$ cat config.mk
export PLATFORM = sky130hd
export DESIGN_NAME = dmem_arbiter_flat
export DESIGN_NICKNAME = d
export VERILOG_FILES = /design/src/rtl/dmem_pkg.sv /design/src/rtl/dmem_arbiter_if.sv /design/src/rtl/arb_wait_counter.sv /design/src/rtl/dmem_arbiter.sv /design/src/flat_wrapper.sv
export SDC_FILE = /design/constraint.sdc
export NUM_CORES = 1
export LEC_CHECK = 0
export ABC_AREA = 1
export BUFFER_PORTS_ARGS = -buffer_cell sky130_fd_sc_hd__buf_2
export CORE_UTILIZATION = 35
export DETAILED_ROUTE_END_ITERATION = 7
export PLACE_DENSITY = 0.75
export SLEW_MARGIN = 20
export SYNTH_ARGS = -nofsm -noshare
export SYNTH_HDL_FRONTEND = slang
export SYNTH_SLANG_ARGS = --single-unit
$ cat constraint.sdc
create_clock -name clk -period 4.4 [get_ports clk]
set_clock_uncertainty 0.1 [all_clocks]
set_input_delay 0.44 -clock clk [delete_from_list [all_inputs] [get_ports clk]]
set_output_delay 0.44 -clock clk [all_outputs]
set_load 0.05 [all_outputs]
$ cat src/rtl/dmem_pkg.sv
// Shared definitions for the data-memory arbiter: default bus widths,
// the access-owner encoding and the width of the starvation counter.
package dmem_pkg;

  localparam int DMEM_ADDR_W = 7;
  localparam int DMEM_DATA_W = 32;
  localparam int WAIT_W      = 8;

  typedef enum logic [1:0] {
    OWN_NONE = 2'd0,
    OWN_P    = 2'd1,
    OWN_D    = 2'd2
  } owner_t;

endpackage

$ cat src/rtl/dmem_arbiter_if.sv
// Bundle of the pipeline port, the debug port and the memory pins that
// meet at the data-memory arbiter. The arbiter uses the slave view; the
// requesters plus the memory instance together form the master view.
interface dmem_arbiter_if #(
  parameter int ADDR_W = dmem_pkg::DMEM_ADDR_W,
  parameter int DATA_W = dmem_pkg::DMEM_DATA_W
);

  logic              p_req;
  logic              p_we;
  logic [ADDR_W-1:0] p_addr;
  logic [DATA_W-1:0] p_wdata;
  logic [DATA_W-1:0] p_rdata;
  logic              p_stall;

  logic              d_req;
  logic              d_we;
  logic [ADDR_W-1:0] d_addr;
  logic [DATA_W-1:0] d_wdata;
  logic              d_gnt;
  logic              d_rvalid;
  logic [DATA_W-1:0] d_rdata;

  logic              mem_we;
  logic [ADDR_W-1:0] mem_addr;
  logic [DATA_W-1:0] mem_din;
  logic [DATA_W-1:0] mem_dout;

  modport slave (
    input  p_req, p_we, p_addr, p_wdata,
    input  d_req, d_we, d_addr, d_wdata,
    input  mem_dout,
    output p_rdata, p_stall,
    output d_gnt, d_rvalid, d_rdata,
    output mem_we, mem_addr, mem_din
  );

  modport master (
    output p_req, p_we, p_addr, p_wdata,
    output d_req, d_we, d_addr, d_wdata,
    output mem_dout,
    input  p_rdata, p_stall,
    input  d_gnt, d_rvalid, d_rdata,
    input  mem_we, mem_addr, mem_din
  );

endinterface

$ cat src/rtl/arb_wait_counter.sv
// Saturating count of consecutive cycles the debug requester has lost
// arbitration. sat_flag tells the arbiter to force the debug access.
module arb_wait_counter
  import dmem_pkg::*;
#(
  parameter int MAX_WAIT = 8
) (
  input  logic              clk,
  input  logic              rst_n,
  input  logic              clear,
  input  logic              inc,
  output logic [WAIT_W-1:0] count,
  output logic              sat_flag
);

  localparam logic [WAIT_W-1:0] SAT_VAL = WAIT_W'(MAX_WAIT);

  assign sat_flag = (count == SAT_VAL);

  // Clear wins over increment; once saturated the count stays put.
  always_ff @(posedge clk) begin
    if (!rst_n) begin
      count <= '0;
    end else if (clear) begin
      count <= '0;
    end else if (inc && !sat_flag) begin
      count <= count + 1'b1;
    end
  end

endmodule

$ cat src/rtl/dmem_arbiter.sv
// Shares the single-port data memory between the pipeline MEM stage (P)
// and the debug/loader port (D). P has fixed priority, but D is forced
// through after MAX_WAIT lost cycles, stalling P for exactly one cycle.
module dmem_arbiter
  import dmem_pkg::*;
#(
  parameter int ADDR_W   = DMEM_ADDR_W,
  parameter int DATA_W   = DMEM_DATA_W,
  parameter int MAX_WAIT = 8
) (
  input  logic            clk,
  input  logic            rst_n,
  dmem_arbiter_if.slave   bus
);

  logic              sat_flag;
  logic              force_d;
  logic              grant_d;
  logic              grant_p;
  logic [WAIT_W-1:0] wait_cnt;
  logic              rd_pend;
  owner_t            owner;
  owner_t            owner_next;
  logic [ADDR_W-1:0] addr_hold;
  logic [DATA_W-1:0] din_hold;

  arb_wait_counter #(
    .MAX_WAIT (MAX_WAIT)
  ) u_wait_counter (
    .clk      (clk),
    .rst_n    (rst_n),
    .clear    (grant_d | ~bus.d_req),
    .inc      (bus.d_req & ~grant_d),
    .count    (wait_cnt),
    .sat_flag (sat_flag)
  );

  // Same-cycle grant decision and owner for this cycle; nothing is granted in reset.
  always_comb begin
    force_d    = bus.d_req & sat_flag;
    grant_d    = rst_n & bus.d_req & (~bus.p_req | force_d);
    grant_p    = rst_n & bus.p_req & ~grant_d;
    owner_next = OWN_NONE;
    if (grant_d) begin
      owner_next = OWN_D;
    end else if (grant_p) begin
      owner_next = OWN_P;
    end
  end

  // Memory pin mux: the winner drives the pins, otherwise address/data hold and no write.
  always_comb begin
    bus.mem_we   = 1'b0;
    bus.mem_addr = addr_hold;
    bus.mem_din  = din_hold;
    if (grant_d) begin
      bus.mem_we   = bus.d_we;
      bus.mem_addr = bus.d_addr;
      bus.mem_din  = bus.d_wdata;
    end else if (grant_p) begin
      bus.mem_we   = bus.p_we;
      bus.mem_addr = bus.p_addr;
      bus.mem_din  = bus.p_wdata;
    end
  end

  assign bus.d_gnt    = grant_d;
  assign bus.p_stall  = bus.p_req & grant_d;
  assign bus.d_rvalid = rd_pend & rst_n;
  assign bus.d_rdata  = bus.mem_dout;
  assign bus.p_rdata  = bus.mem_dout;

  // Registers the pending debug read, the last driven pins and the access owner.
  always_ff @(posedge clk) begin
    if (!rst_n) begin
      rd_pend   <= 1'b0;
      addr_hold <= '0;
      din_hold  <= '0;
      owner     <= OWN_NONE;
    end else begin
      rd_pend <= grant_d & ~bus.d_we;
      owner   <= owner_next;
      if (grant_d || grant_p) begin
        addr_hold <= bus.mem_addr;
        din_hold  <= bus.mem_din;
      end
    end
  end

  ap_rvalid_owner : assert property (@(posedge clk) disable iff (!rst_n)
    bus.d_rvalid |-> (owner == OWN_D));

  ap_wait_bound : assert property (@(posedge clk) disable iff (!rst_n)
    int'(wait_cnt) <= MAX_WAIT);

endmodule

$ cat src/flat_wrapper.sv
// flat-port wrapper written by rule: the top's interface ports become plain ports
module dmem_arbiter_flat import dmem_pkg::*;
#(
  parameter int ADDR_W   = DMEM_ADDR_W,
  parameter int DATA_W   = DMEM_DATA_W,
  parameter int MAX_WAIT = 8
)
  (clk, rst_n, bus_p_req, bus_p_we, bus_p_addr, bus_p_wdata, bus_d_req, bus_d_we, bus_d_addr, bus_d_wdata, bus_mem_dout, bus_p_rdata, bus_p_stall, bus_d_gnt, bus_d_rvalid, bus_d_rdata, bus_mem_we, bus_mem_addr, bus_mem_din);
  dmem_arbiter_if #(.ADDR_W(ADDR_W), .DATA_W(DATA_W)) bus_i ();
  input  logic clk;
  input  logic rst_n;
  input wire logic [$bits(bus_i.p_req)-1:0] bus_p_req;
  input wire logic [$bits(bus_i.p_we)-1:0] bus_p_we;
  input wire logic [$bits(bus_i.p_addr)-1:0] bus_p_addr;
  input wire logic [$bits(bus_i.p_wdata)-1:0] bus_p_wdata;
  input wire logic [$bits(bus_i.d_req)-1:0] bus_d_req;
  input wire logic [$bits(bus_i.d_we)-1:0] bus_d_we;
  input wire logic [$bits(bus_i.d_addr)-1:0] bus_d_addr;
  input wire logic [$bits(bus_i.d_wdata)-1:0] bus_d_wdata;
  input wire logic [$bits(bus_i.mem_dout)-1:0] bus_mem_dout;
  output wire logic [$bits(bus_i.p_rdata)-1:0] bus_p_rdata;
  output wire logic [$bits(bus_i.p_stall)-1:0] bus_p_stall;
  output wire logic [$bits(bus_i.d_gnt)-1:0] bus_d_gnt;
  output wire logic [$bits(bus_i.d_rvalid)-1:0] bus_d_rvalid;
  output wire logic [$bits(bus_i.d_rdata)-1:0] bus_d_rdata;
  output wire logic [$bits(bus_i.mem_we)-1:0] bus_mem_we;
  output wire logic [$bits(bus_i.mem_addr)-1:0] bus_mem_addr;
  output wire logic [$bits(bus_i.mem_din)-1:0] bus_mem_din;
  assign bus_i.p_req = bus_p_req;
  assign bus_i.p_we = bus_p_we;
  assign bus_i.p_addr = bus_p_addr;
  assign bus_i.p_wdata = bus_p_wdata;
  assign bus_i.d_req = bus_d_req;
  assign bus_i.d_we = bus_d_we;
  assign bus_i.d_addr = bus_d_addr;
  assign bus_i.d_wdata = bus_d_wdata;
  assign bus_i.mem_dout = bus_mem_dout;
  assign bus_p_rdata = bus_i.p_rdata;
  assign bus_p_stall = bus_i.p_stall;
  assign bus_d_gnt = bus_i.d_gnt;
  assign bus_d_rvalid = bus_i.d_rvalid;
  assign bus_d_rdata = bus_i.d_rdata;
  assign bus_mem_we = bus_i.mem_we;
  assign bus_mem_addr = bus_i.mem_addr;
  assign bus_mem_din = bus_i.mem_din;
  dmem_arbiter #(.ADDR_W(ADDR_W), .DATA_W(DATA_W), .MAX_WAIT(MAX_WAIT)) u_core (.clk(clk), .rst_n(rst_n), .bus(bus_i));
endmodule
* Yosys cells after proc, flatten, opt, wreduce, memory -nomap -nowiden
Cells that the tools add are included.
Widths: inputs -> output; s select.
** Operators by class
- Bitwise logic cells :: 16
- Muxes and demuxes :: 6
- $add $sub $neg :: 1
- Eq/ne operators :: 1
- Reduce and logical (&&, ||, !) cells :: 4
** Operators by type and width (count)
- $mux 32 :: 2
- $mux 7 :: 2
- $and 1x1->1 :: 9
- $add 8x1->8 const B :: 1
- $eq 8x4->1 const B :: 1
- $not 1->1 :: 5
- $mux 1 :: 2
- $or 1x1->1 :: 2
- $reduce_or 2->1 :: 1
- $logic_and 1x1->1 :: 1
- $logic_not 1->1 :: 1
- $logic_or 1x1->1 :: 1
** Storage, ports and cells
- Output and inout bits :: 107
- Bits in registers :: 48

* Depth between registers and ports, before layout
Gate-level depths: netlist (run 1).
- Word-level depth :: 8
- Mapped depth :: 10

* By module
From an unflattened synthesis (run 1), not the netlist that was laid out.
** Second synthesis, totals
- Cells, all modules :: 537
- Area, all modules :: 3313.2 µm²
** Modules (own cells, without submodules)
- dmem_arbiter :: cells each 461, times used 1, area an instance 2816.5 µm²
- arb_wait_counter :: cells each 76, times used 1, area an instance 496.7 µm²

* Worst setup path before layout (run 1)
No wires, ideal clock.
- Path type :: register to output
- From :: reg u_core.u_wait_counter.count[0]
- To :: out bus_p_stall
- Stages on the path, launching flop included :: 10
- Buffers on the path :: 1
- Setup slack :: 2.168 ns
- Arrival :: 1.692 ns
- Path through :: dfxtp_1 > inv_1 > ha_1 > nand3_1 > o21ai_2 > nand2_2 > buf_2 > inv_2 > nand2_1 > inv_1
** Between the ends
- Longest elaborated chain between the ends :: 5
** RTL lines
- from (decl) :: RTL line arb_wait_counter.sv:12 : output logic [WAIT_W-1:0] count,
- from (signal assigned) :: RTL line arb_wait_counter.sv:27 : count <= count + 1'b1;
- $eq 8x4->1 :: RTL line arb_wait_counter.sv:18 : assign sat_flag = (count == SAT_VAL);
- $and 1x1->1 :: RTL line dmem_arbiter.sv:40 : force_d = bus.d_req & sat_flag;
- $or 1x1->1 :: RTL line dmem_arbiter.sv:41 : grant_d = rst_n & bus.d_req & (~bus.p_req | force_d);
- $and 1x1->1 :: RTL line dmem_arbiter.sv:41
- via bus_d_gnt :: RTL line flat_wrapper.sv:23 : output wire logic [$bits(bus_i.d_gnt)-1:0] bus_d_gnt;
- $and 1x1->1 :: RTL line dmem_arbiter.sv:68 : assign bus.p_stall = bus.p_req & grant_d;
- to (decl) :: RTL line flat_wrapper.sv:22 : output wire logic [$bits(bus_i.p_stall)-1:0] bus_p_stall;
The timed path passes the listed nets, and every way through them passes these cells.

* Final worst setup path (run 1)
- From :: reg u_core.u_wait_counter.count[0]
- To :: out bus_mem_din[6]
** Between the ends
- Longest elaborated chain between the ends :: 8
** RTL lines
- $eq 8x4->1 (*) :: RTL line arb_wait_counter.sv:18
- $and 1x1->1 (*) :: RTL line dmem_arbiter.sv:40
- $or 1x1->1 (*) :: RTL line dmem_arbiter.sv:41
- $and 1x1->1 (*) :: RTL line dmem_arbiter.sv:41
- $not 1->1 :: RTL line dmem_arbiter.sv:42 : grant_p = rst_n & bus.p_req & ~grant_d;
- $and 1x1->1 :: RTL line dmem_arbiter.sv:42
- $mux 32 :: RTL line dmem_arbiter.sv:60 : end else if (grant_p) begin
- $mux 32 (*) :: RTL line dmem_arbiter.sv:56 : if (grant_d) begin
- to (decl) :: RTL line flat_wrapper.sv:28 : output wire logic [$bits(bus_i.mem_din)-1:0] bus_mem_din;
Every way passes the cells marked *; elsewhere a longest branch is shown, timed or not.

==> reports/summary.txt, run 1 <==
=========================================================================================
Result of the run                                                            finished clean
Commonest register cell after synthesis                                           dfxtp_1
Unique cell type count in the Yosys netlist                                            20
First-pass GRT wire length                                                       13380 µm
Number of max-slew violations in the final report                                       0
Leakage power total                                                              1.923 nW
Area Growth Syn to Fin                                                             9.170%
Count leader, synth                                                               nand3_1
Vias per cell                                                                       4.925
Die span in y                                                                    96.90 µm
Clock root cell                                                                  clkbuf_8
CP max stage delay                                                                0.68 ns
Worst vdd ir                                                                    0.1612 mV
Top cell type by total area after synthesis                                       dfxtp_1
Length of the first detailed-routing pass in iterations                                 4
Slew headroom                                                                      38.15%
Initial Utilization                                                                36.14%
Die Width                                                                        96.90 µm
Main area contributors after synthesis                                       dfxtp_1, nand3_1, buf_4
Placeable core area                                                              8721 µm²
Violation count after the first detailed-route iteration                               79
Area of the mapped netlist                                                       3152 µm²
Buf+Inv Stages, Crit Path                                                               2
Number of nets with antenna violations after detailed routing                           0
Depth of the critical timing path with buffers and inverters included                   8
Sequential share of the synthesized area                                           30.49%
Vias in the first global route                                                       2940
Hold Path Stages                                                                        2
Flops & latches, synth                                                                 48
Total count of hold-check failures in the final report                                  0
Worst r2r path cells                                                                    8
Proportion of register bits with asynchronous set or reset after synthesis             0%
Die ar.                                                                          9389 µm²
Placement row count                                                                    34
Worst Setup Slack, final                                                         1.353 ns
Kind of path behind the tightest hold check                                  primary input to register
Per-cell routed wire length                                                      12.26 µm
Synthesis Warnings                                                                      0
Highest fanout seen on the critical path                                               51
Unrepaired setup endpoints after global routing                                        no
Grt ovf                                                                                 0
Max-cap violations                                                                      0
Post-CTS sizing                                                                         0
Weighted congestion at the end of routability-driven global placement              0.7919
Clock latency reported for the late side of the worst-skew pair                   0.30 ns
Maximum level of the CTS H-tree                                                         2
Final layout net count                                                                653
Fraction of synthesized cell area taken by the top area cell type                  30.49%
Initial antenna violation count                                                         0
Clock tree from TritonCTS                                                            done
Final critical-path share of the clock period                                      69.25%
Vias                                                                                 3172
Cts-stage hold buffer count                                                             0
Total chip power                                                                 1.052 mW
Highest Clock Rate                                                              328.2 MHz
HPWL after DPL                                                                    5664 µm
Type of the worst setup path                                                 register to primary output
Number of ports placed on the die boundary                                            223
Overall global routing resource usage                                              16.96%
Worst setup timing slack at the placement stage                                  1.426 ns
Post-CTS repair timing setup buffer count                                               0
EDFF count, synth                                                                       0
Number of remaining DRC errors                                                          0
Ordered list of cells on the worst path                                      inv_1, ha_1, nand3_1, o21ai_4, nand2_2, nand3_1, nand2_1, buf_2
Critical path data required time                                                  3.86 ns
Post-route minimum period                                                        3.047 ns
Share of cells above drive strength 1                                              26.87%
Wire length after detailed routing                                                7894 µm
Data arrival time at the worst-slack endpoint                                     2.51 ns
Antenna fix cells                                                                       0
Number of CTS-inserted buffers                                                          5
Final number of setup-violating endpoints                                               0
Pwr/cell area                                                                305.9 nW/µm²
Cell family with the largest share of critical-path delay                    simple AND/OR/NAND/NOR gates
TNS Setup                                                                            0 ns
Cell types with the highest counts after synthesis                           nand3_1, nand2_1, buf_4
CTS Sinks                                                                              48
Cell count after synthesis                                                            490
Cell with the largest stage delay on the worst path                               nand2_2
Mapped Avg Cell Area                                                            6.432 µm²
Cell mode on critical path                                                        nand3_1
Net count after synthesis                                                             608
Endpoint kind of the worst setup timing path                                 primary output
Max clock buf depth                                                                     2
Measured slew at the worst slew-check pin                                       0.9245 ns
Pin count of the biggest net entering global routing                                   52
Clock-pin transition on the worst setup and hold timing paths                     0.09 ns
Worst Setup Start Kind                                                           register
Number of buffer cells added on primary ports                                         126
=========================================================================================
-- layout by cell type (no fill, tap or decap) --
cell type / netlist / routed
nand3_1: 126 / 126
buf_2: 9 / 126
nand2_1: 100 / 100
inv_1: 56 / 55
dfxtp_1: 48 / 48
a21oi_1: 45 / 45
nor2_1: 7 / 7
clkbuf_8: 0 / 6
buf_4: 68 / 5
inv_2: 2 / 3
nand2_2: 2 / 2
xor2_1: 2 / 2
o21ai_0: 2 / 2
ha_1: 2 / 2
o21ai_4: 0 / 1
o21ai_1: 1 / 1
o21a_1: 1 / 1
nand3b_1: 1 / 1
nand4_1: 1 / 1
clkinvlp_4: 0 / 1
clkbuf_1: 10 / 1
-- power breakdown --
group | internal, mW | total, mW | switching (mW) | leakage (nW)
sequential | 0.455 | 0.461 | 0.00532 | 0.392
combinational | 0.0862 | 0.313 | 0.227 | 1.49
clock | 0.128 | 0.278 | 0.150 | 0.0445
-- final cells by class --
cell class / instances / area [µm²]
multi-input combinational: 291 / 1365
fill: 927 / 5280
timing repair buffer: 131 / 668.1
sequential: 48 / 960.9
clock buffer: 7 / 86.33
inverter: 58 / 217.7
clock inverter: 1 / 7.507
tap: 108 / 135.1
-- kinds of logic (layout without fill, tap and decap cells) --
logic type | count (synthesis) | after routing | synth area share, %
and+or+nand+nor | 237 | 237 | 33.58
buffers and inverters | 151 | 197 | 26.44
AOI/OAI and AO/OA | 50 | 50 | 8.138
DFF | 48 | 48 | 30.49
adders and majority gates | 2 | 2 | 0.7938
xor gates and xnor gates | 2 | 2 | 0.5559
-- flip-flops by register name, indices dropped and copies added (netlist names) --
name                         count
u_core.din_hold                 32
u_core.u_wait_counter.count      8
u_core.addr_hold                 7
u_core.rd_pend                   1
-- per-stage QoR --
step / util [%] / instance area [µm²] / hold slack [ns] / cells
finish: 39.45 / 3441 / 0.2096 / 644
global route: 39.45 / 3441 / 0.2106 / 644
CTS: 39.45 / 3441 / 0.1988 / 644
detailed placement: 38.38 / 3347 / 0.3572 / 636
global placement: 38.38 / 3347 / 0.3496 / 636
floorplan: - / 3152 / 0.3297 / 490
-- layer usage --
metal / part of all wire [%] / track usage [%]
met5: 0 / 0
met4: 1.5 / 5.970
met3: 6.9 / 3.613
met2: 51 / 31.04
met1: 41 / 19.25
-- worst paths after layout --
kind	start	to	slack, ns
max	u_core.u_wait_counter.count[0]	bus_mem_din[6]	1.35
min	bus_d_we	u_core.rd_pend	0.21
max reg2reg	u_core.u_wait_counter.count[0]	u_core.u_wait_counter.count[1]	2.04
min reg2reg	u_core.u_wait_counter.count[0]	u_core.u_wait_counter.count[0]	0.37
No activity file was read; power rests on OpenSTA's default activity.
==> inputs of run 2 (changes only) <==
- clock period: 4.4 -> 3.2 ns (I/O delays scaled with it)
==> reports/summary.txt, run 2 (same netlist as run 1, synthesis figures left out) <==
====================================================================================
Result of the run                                                       finished clean
Sw frac                                                                       36.29%   -0.077 points
Length of the first detailed-routing pass in iterations                            4   unchanged
Clock root cell                                                             clkbuf_8
Grt ovf                                                                            0   unchanged
Die ar.                                                                     9389 µm²   unchanged
Final critical-path share of the clock period                                 85.12%
Final layout net count                                                           656   +0.46%
Vias per cell                                                                  4.893   -0.65%
Violation count after the first detailed-route iteration                         101   +28%
Wire length after detailed routing                                           8063 µm   +2.1%
Clock latency reported for the late side of the worst-skew pair              0.30 ns   about the same
Post-placement cell area                                                    3382 µm²   +1.0%
Area of all placed cells without fillers                                    3476 µm²   +1.0%
Weighted congestion at the end of routability-driven global placement         0.8402   +6.1%
Slew headroom                                                                 55.48%   +17 points
Share of cells above drive strength 1                                         27.09%   +0.22 points
Number of buffer cells added on primary ports                                    126   unchanged
Number of remaining DRC errors                                                     0   unchanged
Internal power contribution                                                0.9244 mW   +38%
Endpoint kind of the worst setup timing path                            primary output
Launch point of the worst reg-to-reg path                               u_core.u_wait_counter.count[0]
Max-cap violations                                                                 0   unchanged
Placement row count                                                               34   unchanged
HPWL after DPL                                                               5978 µm   +5.6%
Placeable core area                                                         8721 µm²   unchanged
Worst setup path endpoint                                               bus_mem_addr[3]
Die span in y                                                               96.90 µm   unchanged
Die Width                                                                   96.90 µm   unchanged
Critical path data required time                                             2.78 ns   -1.08 ns
Combinational group share of total power                                       30.0%   +0.2 points
Highest Clock Rate                                                         367.1 MHz
Type of the worst setup path                                            register to primary output
Total of fill cells in the finished design                                       924   -0.32%
Pwr/cell area                                                           417.4 nW/µm²   +36%
TNS Setup                                                                       0 ns   unchanged
Total count of hold-check failures in the final report                             0   unchanged
Regs by FF count                                                        u_core.din_hold x32, u_core.u_wait_counter.count x8, u_core.addr_hold x7
Vias in the first global route                                                  2892   -1.6%
Vias                                                                            3166   -0.19%
Clock tree from TritonCTS                                                       done
Maximum level of the CTS H-tree                                                    2   unchanged
Measured slew at the worst slew-check pin                                  0.6671 ns   -0.2575 ns
First-pass GRT wire length                                                  13170 µm   -1.5%
Number of nets with antenna violations after detailed routing                      0   unchanged
Launching element of the worst setup path                               u_core.u_wait_counter.count[0]
Switching component of the power                                           0.5266 mW   +38%
Overall global routing resource usage                                         16.82%   -0.14 points
Minimum setup slack among reg-to-reg paths                                   1.04 ns   -1.00 ns
Leakage power total                                                         1.941 nW   +0.94%
Worst r2r path cells                                                               9   +1
Kind of path behind the tightest hold check                             primary input to register
Highest fanout seen on the critical path                                          23   -55%
Worst vdd ir                                                               0.1349 mV   -16%
Pin count of the biggest net entering global routing                              42   -19%
Area Growth Syn to Fin                                                        10.28%
Antenna fix cells                                                                  0   unchanged
Clock-pin transition on the worst setup and hold timing paths                0.09 ns   about the same
Most frequent cells in the layout                                       nand3_1, buf_2, nand2_1, inv_1, dfxtp_1
Part of the power in registers                                                 43.7%   about the same
Post-CTS sizing                                                                    0   unchanged
Number of CTS-inserted buffers                                                     5   unchanged
Post-route minimum period                                                   2.724 ns
Most flop-heavy register                                                u_core.din_hold
Clk pwr share                                                                  26.3%   about the same
Max clock buf depth                                                                2   unchanged
Data arrival time at the worst-slack endpoint                                2.30 ns   -0.21 ns
Unrepaired setup endpoints after global routing                                   no
Cts-stage hold buffer count                                                        0   unchanged
CTS Sinks                                                                         48   unchanged
Per-cell routed wire length                                                 12.46 µm   +1.7%
Post-CTS repair timing setup buffer count                                          0   unchanged
Number of flip-flops in the largest register                                      32   unchanged
Initial Utilization                                                           36.14%   unchanged
Number of ports placed on the die boundary                                       223   unchanged
Initial antenna violation count                                                    0   unchanged
Final number of setup-violating endpoints                                          0   unchanged
Number of max-slew violations in the final report                                  0   unchanged
End of the worst register-to-register path                              u_core.u_wait_counter.count[1]
Worst Setup Start Kind                                                      register
====================================================================================
run 2: cell count changes in the layout (fill, tap and decap cells not counted):
cell | before | now
buf_12 | 0 | 1
buf_4 | 5 | 7
inv_1 | 55 | 56
inv_2 | 3 | 2
run 2: critical path, cell delays in order (launching register included):
cell and delay (ns):
dfxtp_1 0.38, inv_1 0.06, ha_1 0.19, nand3_1 0.15, o21ai_4 0.08, nand2_2 0.35
buf_4 0.31, nand3_1 0.12, nand2_1 0.08, buf_2 0.25
run 2: layout make-up:
cell class	count	area, µm²	area share [%]
Multi-Input combinational cell	291	1365	39.27
Sequential cell	48	960.9	27.65
Timing Repair Buffer	134	703.2	20.23
Inverter	58	217.7	6.264
Tap cell	108	135.1	3.888
Clock buffer	7	86.33	2.484
Clock inverter	1	7.507	0.2160
run 2: worst min path at each step:
stage                                   start                             end  slack, ns  cells past startpoint
2_1_floorplan                        bus_d_we                  u_core.rd_pend       0.29                      1
3_3_place_gp   u_core.u_wait_counter.count[0]  u_core.u_wait_counter.count[0]       0.35                      1
3_5_place_dp   u_core.u_wait_counter.count[4]  u_core.u_wait_counter.count[4]       0.37                      2
4_1_cts                              bus_d_we                  u_core.rd_pend       0.08                      2
5_1_grt                              bus_d_we                  u_core.rd_pend       0.08                      2
6_report                             bus_d_we                  u_core.rd_pend       0.09                      2
run 2: layer usage:
| layer | GRT usage, % | vias up | part of all wire [%] |
|---|---|---|---|
| met2 | 31.26 | 126 | 51 |
| met1 | 18.89 | 1417 | 42 |
| met5 | 0 | - | 0 |
| met4 | 5.511 | 0 | 1.6 |
| li1 | - | 1601 | - |
| met3 | 3.540 | 22 | 5.9 |
run 2: power by group through the flow:
stage / registers [mW] / logic [mW] / clock network [mW]
final: 0.634 / 0.436 / 0.381
after global routing: 0.637 / 0.472 / 0.427
after CTS: 0.634 / 0.440 / 0.397
after detailed placement: 0.648 / 0.438 / 0
after global placement: 0.647 / 0.433 / 0
after floorplan: 0.646 / 0.527 / 0
run 2: through the flow:
step / std cells / power [mW] / utilization, % / setup WS, ns / hold slack [ns]
2_1_floorplan: 490 / 1.173 / - / 1.088 / 0.2924
3_3_place_gp: 639 / 1.079 / 38.78 / 0.8817 / 0.3481
3_5_place_dp: 639 / 1.087 / 38.78 / 0.7865 / 0.3651
4_1_cts: 647 / 1.471 / 39.86 / 0.4345 / 0.08193
5_1_grt: 647 / 1.536 / 39.86 / 0.2272 / 0.07642
6_report: 647 / 1.451 / 39.86 / 0.4762 / 0.08695
==> inputs of run 3 (changes only) <==
- ABC_AREA: 1 -> not set
- PLACE_DENSITY: 0.75 -> 0.77
==> reports/summary.txt, run 3 <==
=========================================================================================
Final layout net count                                                                466   -29%
Pwr/cell area                                                                468.0 nW/µm²   +12%
Die Width                                                                        92.34 µm   -4.7%
Synth Area in Adders                                                              0.8760%   +0.082 points
Synthesized-area fraction occupied by xor and xnor cells                           1.840%   +1.3 points
Critical path data required time                                                  2.78 ns   about the same
Number of nets with antenna violations after detailed routing                           0   unchanged
Vias in the first global route                                                       2434   -16%
Die ar.                                                                          8527 µm²   -9.2%
Leakage power total                                                              1.577 nW   -19%
Cts-stage hold buffer count                                                             0   unchanged
Placeable core area                                                              7807 µm²   -10%
Clock root cell                                                                  clkbuf_8
Synthesized-area fraction occupied by and/or/nand/nor cells                        13.84%   -20 points
Unrepaired setup endpoints after global routing                                        no
Cell count after synthesis                                                            298   -39%
Max clock buf depth                                                                     2   unchanged
Wire length after detailed routing                                                7168 µm   -11%
Vias                                                                                 2585   -18%
Launching element of the worst setup path                                    u_core.u_wait_counter.count[2]
Number of CTS-inserted buffers                                                          5   unchanged
Number of buffer cells added on primary ports                                         126   unchanged
Slew headroom                                                                      47.77%   -7.7 points
Initial Utilization                                                                36.59%   +0.45 points
Length of the first detailed-routing pass in iterations                                 4   unchanged
Number of remaining DRC errors                                                          0   unchanged
Sequential cell area                                                            960.9 µm²   unchanged
HPWL after DPL                                                                    4978 µm   -17%
Worst Setup Start Kind                                                           register
Main combinational cell family by area after synthesis                       compound AO/OA/AOI/OAI gates
Placement row count                                                                    32   -5.9%
Maximum level of the CTS H-tree                                                         2   unchanged
CTS Sinks                                                                              48   unchanged
Grt ovf                                                                                 0   unchanged
Data arrival time at the worst-slack endpoint                                     2.46 ns   +0.16 ns
Worst setup path endpoint                                                    bus_mem_din[27]
Count leader, synth                                                               a221o_1
TNS Setup                                                                            0 ns   unchanged
Die span in y                                                                    92.34 µm   -4.7%
Result of the run                                                            finished clean
Overall global routing resource usage                                              16.19%   -0.63 points
Type of the worst setup path                                                 register to primary output
Weighted congestion at the end of routability-driven global placement              0.8215   -2.2%
Post-CTS sizing                                                                         0   unchanged
Fraction of synthesized cell area taken by the top area cell type                  33.64%   +3.2 points
Number of ports placed on the die boundary                                            223   unchanged
Cell types with the highest counts after synthesis                           a221o_1, buf_4, dfxtp_1
Total of fill cells in the finished design                                            773   -16%
Highest fanout seen on the critical path                                               79   +240%
First-pass GRT wire length                                                       11320 µm   -14%
Number of max-slew violations in the final report                                       0   unchanged
Mapped Avg Cell Area                                                            9.586 µm²   +49%
Clock latency reported for the late side of the worst-skew pair                   0.29 ns   about the same
Vias per cell                                                                       5.732   +17%
Launch point of the worst reg-to-reg path                                    u_core.u_wait_counter.count[2]
Commonest register cell after synthesis                                           dfxtp_1
Final-layout worst hold slack                                                   0.1120 ns   +0.02501 ns
Number of flip-flops in the largest register                                           32   unchanged
Flops & latches, synth                                                                 48   unchanged
Highest Clock Rate                                                              346.8 MHz   -5.5%
Endpoint kind of the worst setup timing path                                 primary output
Pin count of the biggest net entering global routing                                   80   +90%
Area Growth Syn to Fin                                                             11.43%
Initial antenna violation count                                                         0   unchanged
Mux share of post-synthesis cell area                                                  0%   unchanged
Per-cell routed wire length                                                      15.89 µm   +28%
Most flop-heavy register                                                     u_core.din_hold
Clock tree from TritonCTS                                                            done
EDFF count, synth                                                                       0   unchanged
Post-route minimum period                                                        2.884 ns   +0.1597 ns
Footprint of the multi-input gates                                               1310 µm²   -4.0%
Complex-gate fraction of the synthesized area                                      28.60%   +20 points
Most frequent cells in the layout                                            buf_2, a221o_1, dfxtp_1, and3_1, nor2_1
Final number of setup-violating endpoints                                               0   unchanged
Main area contributors after synthesis                                       dfxtp_1, a221o_1, buf_4
Final critical-path share of the clock period                                      90.11%   +5.0 points
Clock-pin transition on the worst setup and hold timing paths                     0.09 ns   about the same
Proportion of register bits with asynchronous set or reset after synthesis             0%   unchanged
Synthesis Warnings                                                                      0   unchanged
Most frequent standard cell in the layout excluding fill and tap cells              buf_2
Unique cell type count in the Yosys netlist                                            28   +40%
Total count of hold-check failures in the final report                                  0   unchanged
Top cell type by total area after synthesis                                       dfxtp_1
Antenna fix cells                                                                       0   unchanged
Area of the mapped netlist                                                       2856 µm²   -9.4%
Regs by FF count                                                             u_core.din_hold x32, u_core.u_wait_counter.count x8, u_core.addr_hold x7
Minimum setup slack among reg-to-reg paths                                        0.98 ns   -0.06 ns
Kind of path behind the tightest hold check                                  primary input to register
Measured slew at the worst slew-check pin                                       0.7835 ns   +0.1164 ns
Sequential share of the synthesized area                                           33.64%   +3.2 points
Max-cap violations                                                                      0   unchanged
Share of cells above drive strength 1                                              41.55%   +14 points
Post-CTS repair timing setup buffer count                                               0   unchanged
Worst vdd ir                                                                    0.1850 mV   +37%
Violation count after the first detailed-route iteration                               70   -31%
End of the worst register-to-register path                                   u_core.addr_hold[2]
Net count after synthesis                                                             416   -32%
Worst r2r path cells                                                                    4   -5
=========================================================================================
[run 3: changes by cell type in the layout (fill, tap and decap cells not counted), moves of 3 or more]
cell,before,now
a21oi_1,45,0
nand2_1,100,2
inv_1,56,3
nand3_1,126,3
and2_1,0,3
and3_1,0,41
xnor2_1,0,5
a221o_1,0,78
[run 3: worst min-delay path by stage]
stage | from | cells past startpoint | to | slack (ns)
5_1_grt | bus_d_we | 2 | u_core.rd_pend | 0.09
6_report | bus_d_we | 2 | u_core.rd_pend | 0.11
3_3_place_gp | u_core.u_wait_counter.count[0] | 1 | u_core.u_wait_counter.count[0] | 0.35
2_1_floorplan | bus_d_we | 1 | u_core.rd_pend | 0.29
4_1_cts | bus_d_we | 2 | u_core.rd_pend | 0.1
3_5_place_dp | u_core.u_wait_counter.count[0] | 1 | u_core.u_wait_counter.count[0] | 0.36
[run 3: through the flow]
stage	total power, mW	util [%]	cell area (µm²)	instances	worst slack (ns)
2_1_floorplan	1.203	-	2856	298	0.4547
3_3_place_gp	1.113	39.52	3085	443	0.6973
3_5_place_dp	1.118	39.52	3085	443	0.6535
4_1_cts	1.508	40.77	3183	451	0.3096
5_1_grt	1.566	40.77	3183	451	0.2190
6_report	1.490	40.77	3183	451	0.3165
[run 3: final cells by class]
class	count	share of cell area [%]
sequential	48	30.19
tap	102	4.009
timing repair buffer	132	21.23
inverter	3	0.3538
clock inverter	2	0.4717
multi-input combinational	158	41.16
clock buffer	6	2.594
[run 3: logic make-up after synthesis]
kind of cell | after synthesis
AOI/OAI and AO/OA | 83
xor gates and xnor gates | 6
adders and majority gates | 2
buffers and inverters | 92
DFF | 48
and+or+nand+nor | 67
[run 3: where the power goes]
part / total [mW] / internal, mW / switching (mW)
logic: 0.451 / 0.151 / 0.300
clock network: 0.383 / 0.175 / 0.208
registers: 0.656 / 0.635 / 0.0210
total: 1.49 / 0.961 / 0.529
[run 3: layer usage]
metal  global-route usage, %  wire length (µm)  vias to the layer above
met5                       0                 0                        -
met1                   18.73              3097                     1228
met2                   28.58              3361                      120
met3                   3.448               538                       26
met4                   7.031               172                        0
li1                        -                 -                     1211
[run 3: critical path: stages (launching register included)]
cell and delay [ns]:
dfxtp_1 0.37, or4_4 0.55, o211a_2 0.27, buf_4 0.36, a221o_1 0.39, buf_2 0.21
